**src/rtl/hazard_control_unit.sv**
```systemverilog
// hazard_control_unit
// Pipeline hazard controller for a short in-order pipeline. It detects
// load-use hazards between the DE and FD buffers, inserts STALL_CYCLES
// bubbles, flushes on taken branches and parks the pipe on HLT until resume.
// Optional feature macro: STALL_COUNTER_EN adds a saturating counter of
// cycles in which the PC is frozen; without it stall_count is tied to zero.
// The registered FSM state is exposed on ctrl_state (RUN=00, STALL=01,
// HALTED=10).
module hazard_control_unit #(
  parameter int unsigned STALL_CYCLES = 1,
  parameter int unsigned CNT_W        = 16
) (
  input  logic             clk,
  input  logic             reset,
  input  logic             de_mem_read,
  input  logic             de_reg_write,
  input  logic [2:0]       de_write_add,
  input  logic [2:0]       fd_src1,
  input  logic [2:0]       fd_src2,
  input  logic [1:0]       fd_src_valid,
  input  logic             branch_taken,
  input  logic             halt_req,
  input  logic             resume,
  output logic             pc_write_en,
  output logic             fd_write_en,
  output logic             fd_flush,
  output logic             de_flush,
  output logic [1:0]       ctrl_state,
  output logic [CNT_W-1:0] stall_count
);

  typedef enum logic [1:0] {
    ST_RUN    = 2'b00,
    ST_STALL  = 2'b01,
    ST_HALTED = 2'b10
  } state_t;

  // Remaining bubbles after the hazard cycle itself.
  localparam logic [3:0] STALL_INIT = 4'(STALL_CYCLES - 1);

  state_t     state_q, state_d;
  logic [3:0] cnt_q, cnt_d;
  logic       hazard;

  assign hazard = de_mem_read & de_reg_write &
                  ((fd_src_valid[0] & (fd_src1 == de_write_add)) |
                   (fd_src_valid[1] & (fd_src2 == de_write_add)));

  assign ctrl_state = state_q;

  // Next-state and pipeline-control outputs; reset overrides everything.
  always_comb begin
    state_d     = state_q;
    cnt_d       = cnt_q;
    pc_write_en = 1'b1;
    fd_write_en = 1'b1;
    fd_flush    = 1'b0;
    de_flush    = 1'b0;
    if (reset) begin
      pc_write_en = 1'b0;
      fd_write_en = 1'b0;
      fd_flush    = 1'b1;
      de_flush    = 1'b1;
      state_d     = ST_RUN;
      cnt_d       = 4'd0;
    end else begin
      case (state_q)
        ST_RUN: begin
          if (branch_taken) begin
            fd_flush = 1'b1;
            de_flush = 1'b1;
          end else if (hazard) begin
            pc_write_en = 1'b0;
            fd_write_en = 1'b0;
            de_flush    = 1'b1;
            cnt_d       = STALL_INIT;
            state_d     = (STALL_INIT == 4'd0) ? ST_RUN : ST_STALL;
          end else if (halt_req) begin
            pc_write_en = 1'b0;
            fd_write_en = 1'b0;
            fd_flush    = 1'b1;
            state_d     = ST_HALTED;
          end
        end
        ST_STALL: begin
          if (branch_taken) begin
            // A taken branch squashes the dependent instruction anyway.
            fd_flush = 1'b1;
            de_flush = 1'b1;
            cnt_d    = 4'd0;
            state_d  = ST_RUN;
          end else begin
            pc_write_en = 1'b0;
            fd_write_en = 1'b0;
            de_flush    = 1'b1;
            if (cnt_q <= 4'd1) begin
              cnt_d   = 4'd0;
              state_d = ST_RUN;
            end else begin
              cnt_d = cnt_q - 4'd1;
            end
          end
        end
        ST_HALTED: begin
          pc_write_en = 1'b0;
          fd_write_en = 1'b0;
          de_flush    = 1'b1;
          if (resume) state_d = ST_RUN;
        end
        default: begin
          // Unreachable encoding: freeze the pipe for one cycle and recover.
          pc_write_en = 1'b0;
          fd_write_en = 1'b0;
          de_flush    = 1'b1;
          cnt_d       = 4'd0;
          state_d     = ST_RUN;
        end
      endcase
    end
  end

  // State and bubble counter registers.
  always_ff @(posedge clk or posedge reset) begin
    if (reset) begin
      state_q <= ST_RUN;
      cnt_q   <= 4'd0;
    end else begin
      state_q <= state_d;
      cnt_q   <= cnt_d;
    end
  end

`ifdef STALL_COUNTER_EN
  logic [CNT_W-1:0] stall_count_q, stall_count_d;

  // Count frozen-PC cycles, saturating at all-ones.
  always_comb begin
    stall_count_d = stall_count_q;
    if (!pc_write_en && (stall_count_q != {CNT_W{1'b1}}))
      stall_count_d = stall_count_q + 1'b1;
  end

  // Stall counter register.
  always_ff @(posedge clk or posedge reset) begin
    if (reset) stall_count_q <= '0;
    else       stall_count_q <= stall_count_d;
  end

  assign stall_count = stall_count_q;
`else
  assign stall_count = '0;
`endif

endmodule

```
**config.mk**
```make
export PLATFORM = sky130hd
export DESIGN_NAME = hazard_control_unit
export DESIGN_NICKNAME = d
export VERILOG_FILES = /design/src/rtl/hazard_control_unit.sv
export SDC_FILE = /design/constraint.sdc
export NUM_CORES = 1
export LEC_CHECK = 0
export CAP_MARGIN = 20
export CORE_AREA = 2 2 39 41
export CTS_BUF_LIST = sky130_fd_sc_hd__clkbuf_16
export DETAILED_ROUTE_END_ITERATION = 16
export DIE_AREA = 0 0 41 43
export HOLD_SLACK_MARGIN = 0.03
export PLACE_DENSITY = 0.74
export SKIP_LAST_GASP = 1
export SYNTH_ARGS = -nofsm -noshare
export SYNTH_HDL_FRONTEND = slang
export SYNTH_SLANG_ARGS = --single-unit
```
**constraint.sdc**
```tcl
create_clock -name clk -period 3.2 [get_ports clk]
set_input_delay 0.64 -clock clk [delete_from_list [all_inputs] [get_ports clk]]
set_output_delay 0.64 -clock clk [all_outputs]
set_load 0.005 [all_outputs]
```
### Yosys cells after proc, flatten, opt, wreduce, memory -nomap -nowiden

Cells that the tools add are included.
Widths: inputs -> output; s select.

* register bits: 6
* bits of input ports: 18

* $add $sub $neg: 1
* magnitude comparators: 1
* eq/ne operators: 10
* mux-type cells: 29
* bitwise gates (word level): 5
* reduce and logical (&&, ||, !) cells: 3

Operator list (count)
* $mux 4: 5
* $mux 2: 7
* $mux 1: 13
* $pmux 4 s3: 1
* $ne 3x3->1 const B: 3
* $ne 4x4->1 const B: 2
* $eq 3x3->1: 2
* $pmux 2 s3: 1
* $and 1x1->1: 4
* $le 4x1->1 const B: 1
* $pmux 1 s2: 2
* $reduce_and 4->1: 1
* $sub 4x1->4 const B: 1
* $reduce_and 3->1: 1
* $eq 2x1->1 const B: 1
* $eq 2x2->1 const B: 1
* $logic_not 2->1: 1
* $ne 2x2->1 const B: 1
* $or 1x1->1: 1

### Logic depth before layout (Yosys ltp)

* depth after elaboration: 8
* mapped depth: 5
* gate-level depth less buffers: 4

### Worst setup path before layout

Ideal clock, no wire load.

* path type: input to output
* from: input de_write_add[0]
* to: output pc_write_en
* arrival time: 1476 ps
* required time: 2560 ps
* slack: 1084 ps
* cell stages on the path: 5
* cells stage by stage: xnor2_1 -> nand4_1 -> a21oi_2 -> o41ai_1 -> buf_4

* word-level cells in the longest chain between the ends: 8
* elaborated cells between the ends (all ways): 10
* those cells by class: 2 x eq/ne; 4 x mux; 4 x bitwise

RTL lines
* start: declaration: line 17 `input logic [2:0] de_write_add,`
* $eq 3x3->1 (on tied branches): line 46, 47
* $and 1x1->1 (on tied branches): line 46, 47
* $or 1x1->1 *: line 46 `((fd_src_valid[0] & (fd_src1 == de_write_add)) |`
* $and 1x1->1 *: line 45 `assign hazard = de_mem_read & de_reg_write &`
* $mux 1 * (2 in series)
* $pmux 1 s2 *
* $mux 1 *
* end: declaration: line 24 `output logic pc_write_en,`

Mark *: on every way between the ends. The rest lies on a longest branch, timed or not.

### Final worst setup path

* from: input de_write_add[2]
* to: output fd_write_en

* word-level cells in the longest chain between the ends: 8
* elaborated cells between the ends (all ways): 10
* those cells by class: 2 x eq/ne; 4 x mux; 4 x bitwise

RTL lines
* $eq 3x3->1 (on tied branches): line 46, 47
* $and 1x1->1 (on tied branches): line 46, 47
* $or 1x1->1 *: line 46
* $and 1x1->1 *: line 45
* $mux 1 *: line 72 `end else if (hazard) begin`
* $mux 1 *: line 69 `if (branch_taken) begin`
* $pmux 1 s2 *: line 67 `case (state_q)`
* $mux 1 *: line 59 `if (reset) begin`
* end: declaration: line 25 `output logic fd_write_en,`

Marked as above.

==> impl_metrics.json <==
{
  "die_y_um": 43,
  "skew_ns": 0,
  "min_path_cells": 2,
  "drv_cap": 0,
  "met2_length_um": 278,
  "drc_errors": 0,
  "area_delta_synth_final_pct": 55.23,
  "antenna_found_initial": 0,
  "final_area_um2": 464.2,
  "wl_per_cell_um": 7.684,
  "hold_viol_final": 0,
  "placed_area_um2": 464.2,
  "crit_type": "in -> out",
  "wirelength_um": 584,
  "layout.nets": 80,
  "drive_above_1_share_pct": 1.667,
  "ctsResizeCount": 0,
  "worstPathArrival_ns": 2.38,
  "vias_per_cell": 3.763,
  "ys.flop_type": "dfrtp_1",
  "tns_ns": 0,
  "cp.required_ns": 2.56,
  "clkTransAtPathRegs_ns": 0,
  "cts.hold.buffers_added": 0,
  "ir_worst_vdd_uv": 57.78,
  "postRouteAntennaNets": 0,
  "synth_fa_ha_area_share_pct": 0,
  "r2r_cells": 4,
  "clkLatencyLatePin_ns": 0,
  "drt-pass1-iter-count": 2,
  "gr-usage-all-layers_pct": 7.407,
  "synth.area.top_cells": "buf_4, xnor2_1, dfrtp_1",
  "setup_violations": 0,
  "largest_reg_flops": 1,
  "drt_iter0_drc": 4,
  "max_clock_freq_mhz": 331.6,
  "synth.most_common_cell": "buf_4",
  "powerDensity_nw_per_um2": 145.3,
  "n_antenna_cell": 0,
  "maxSlewViolCount": 0,
  "hold_start": "ctrl_state[1]",
  "core_area_um2": 1384,
  "gp_congestion": 0.5997,
  "synth_mux_area_share_pct": 0,
  "overflow": 0,
  "row_count": 14,
  "numPortBuffers": 22,
  "yosys-top-cells-count": "buf_4, xnor2_1, inv_1, nand2_1, nand4_1",
  "yosys.area.top_type_share_pct": 45.19,
  "hp-class": "reg -> reg",
  "outcome": "complete, no violations",
  "crit_fanout": 4,
  "grt_pass1_wl_um": 1007,
  "synth.cell_area_um2": 299.0,
  "initial_utilization_pct": 21.61,
  "synth_compound_area_share_pct": 12.13,
  "fin_crit_ns": 3.016,
  "synth_top_family_by_area": "buffers and inverters",
  "rsz0062_at_grt": "no",
  "dr_wl_met3_um": 102,
  "leakagePower_nw": 0.1918,
  "holdPathEnd": "ctrl_state[1]",
  "synthCells": 40,
  "highest_layer": "met3",
  "yosys.area_share.simple_pct": 12.97,
  "ys.warnings.count": 0,
  "post_cts_buffers": 0,
  "synth_edf_count": 0,
  "synthXorXnorAreaFrac_pct": 17.57,
  "grt_start_max_net_pins": 7,
  "dp_hpwl_um": 558.1,
  "vias": 286,
  "grt_pass1_vias": 273,
  "r2r_setup_slack_ns": 2.11,
  "synth_top_cell_by_area": "buf_4",
  "ys_seq_area_share_pct": 8.368,
  "die_area_um2": 1763,
  "r2r-start": "ctrl_state[1]",
  "fin_crit_sh_pct": 94.25,
  "r2r-end": "ctrl_state[1]",
  "fill_cells": 159,
  "async_reset_ff_share_pct": 100.0,
  "synth_seq_cells": 1,
  "die_w_um": 41,
  "critPathCaptureType": "output port",
  "syn-mean-instance-area_um2": 7.476,
  "startpoint_type": "primary input",
  "pin_count": 40,
  "yosysUniqueCellTypes": 15,
  "met1_length_um": 203
}
==> layout by cell type (no fill, tap or decap), drive strengths merged <==
master         count
a21oi              2
clkdlybuf4s50     22
conb              17
dfrtp              1
inv                2
nand2              2
nand3              1
nand4              2
o21ai              1
o32ai              1
o41ai              1
or3                1
or4                1
xnor2              6
==> metal layers <==
metal	vias to the layer above	GRT usage (%)
met4	0	0
met5	-	0
met1	120	9.873
met2	27	13.44
li1	139	-
met3	0	0
==> worst max-delay path by stage <==
| stage | from | end | slack [ns] | cells after the start |
|---|---|---|---|---|
| after floorplan | de_write_add[0] | pc_write_en | 1.08 | 5 |
| after detailed placement | de_write_add[2] | fd_write_en | 0.17 | 6 |
| after global routing | de_write_add[2] | fd_write_en | 0.03 | 6 |
| final | de_write_add[2] | fd_write_en | 0.18 | 6 |
| after CTS | de_write_add[2] | fd_write_en | 0.17 | 6 |
| after global placement | de_write_add[0] | pc_write_en | 0.21 | 6 |
==> final cells by class <==
type                    instances  area, um2  area share [%]
repair buffers                 22      220.2           47.44
inverters                       2      7.507           1.617
well taps                      16      20.02           4.313
flip-flops and latches          1      25.02           5.391
multi-input cells              35      191.4           41.24
==> kinds of logic after synthesis <==
| kind of cell | Yosys count |
|---|---|
| compound gates | 5 |
| buf+inv | 20 |
| flops | 1 |
| other cells | 1 |
| simple gates | 7 |
| xor+xnor | 6 |
==> stage by stage <==
stage / util [%] / hold slack [ns] / total power [mW] / setup slack (ns) / cells
3_3_place_gp: 33.54 / 0.6331 / 0.06672 / 0.2078 / 76
3_5_place_dp: 33.54 / 0.6422 / 0.06750 / 0.1686 / 76
6_report: 33.54 / 0.6481 / 0.06744 / 0.1839 / 76
5_1_grt: 33.54 / 0.7087 / 0.07456 / 0.02510 / 76
4_1_cts: 33.54 / 0.6439 / 0.06769 / 0.1704 / 76
2_1_floorplan: - / 0.3772 / 0.04953 / 1.084 / 56
==> worst max-delay path: stages <==
cell and delay [ns]:
clkdlybuf4s50_1 0.45, xnor2_1 0.15, nand4_1 0.10, a21oi_2 0.09
o41ai_1 0.37, clkdlybuf4s50_1 0.58
==> power breakdown <==
part / total [mW] / internal (mW) / switching [mW]
clock network: 0 / 0 / 0
logic: 0.0530 / 0.0340 / 0.0190
registers: 0.0145 / 0.0136 / 0.000805
(Power assumes the default switching activity.)
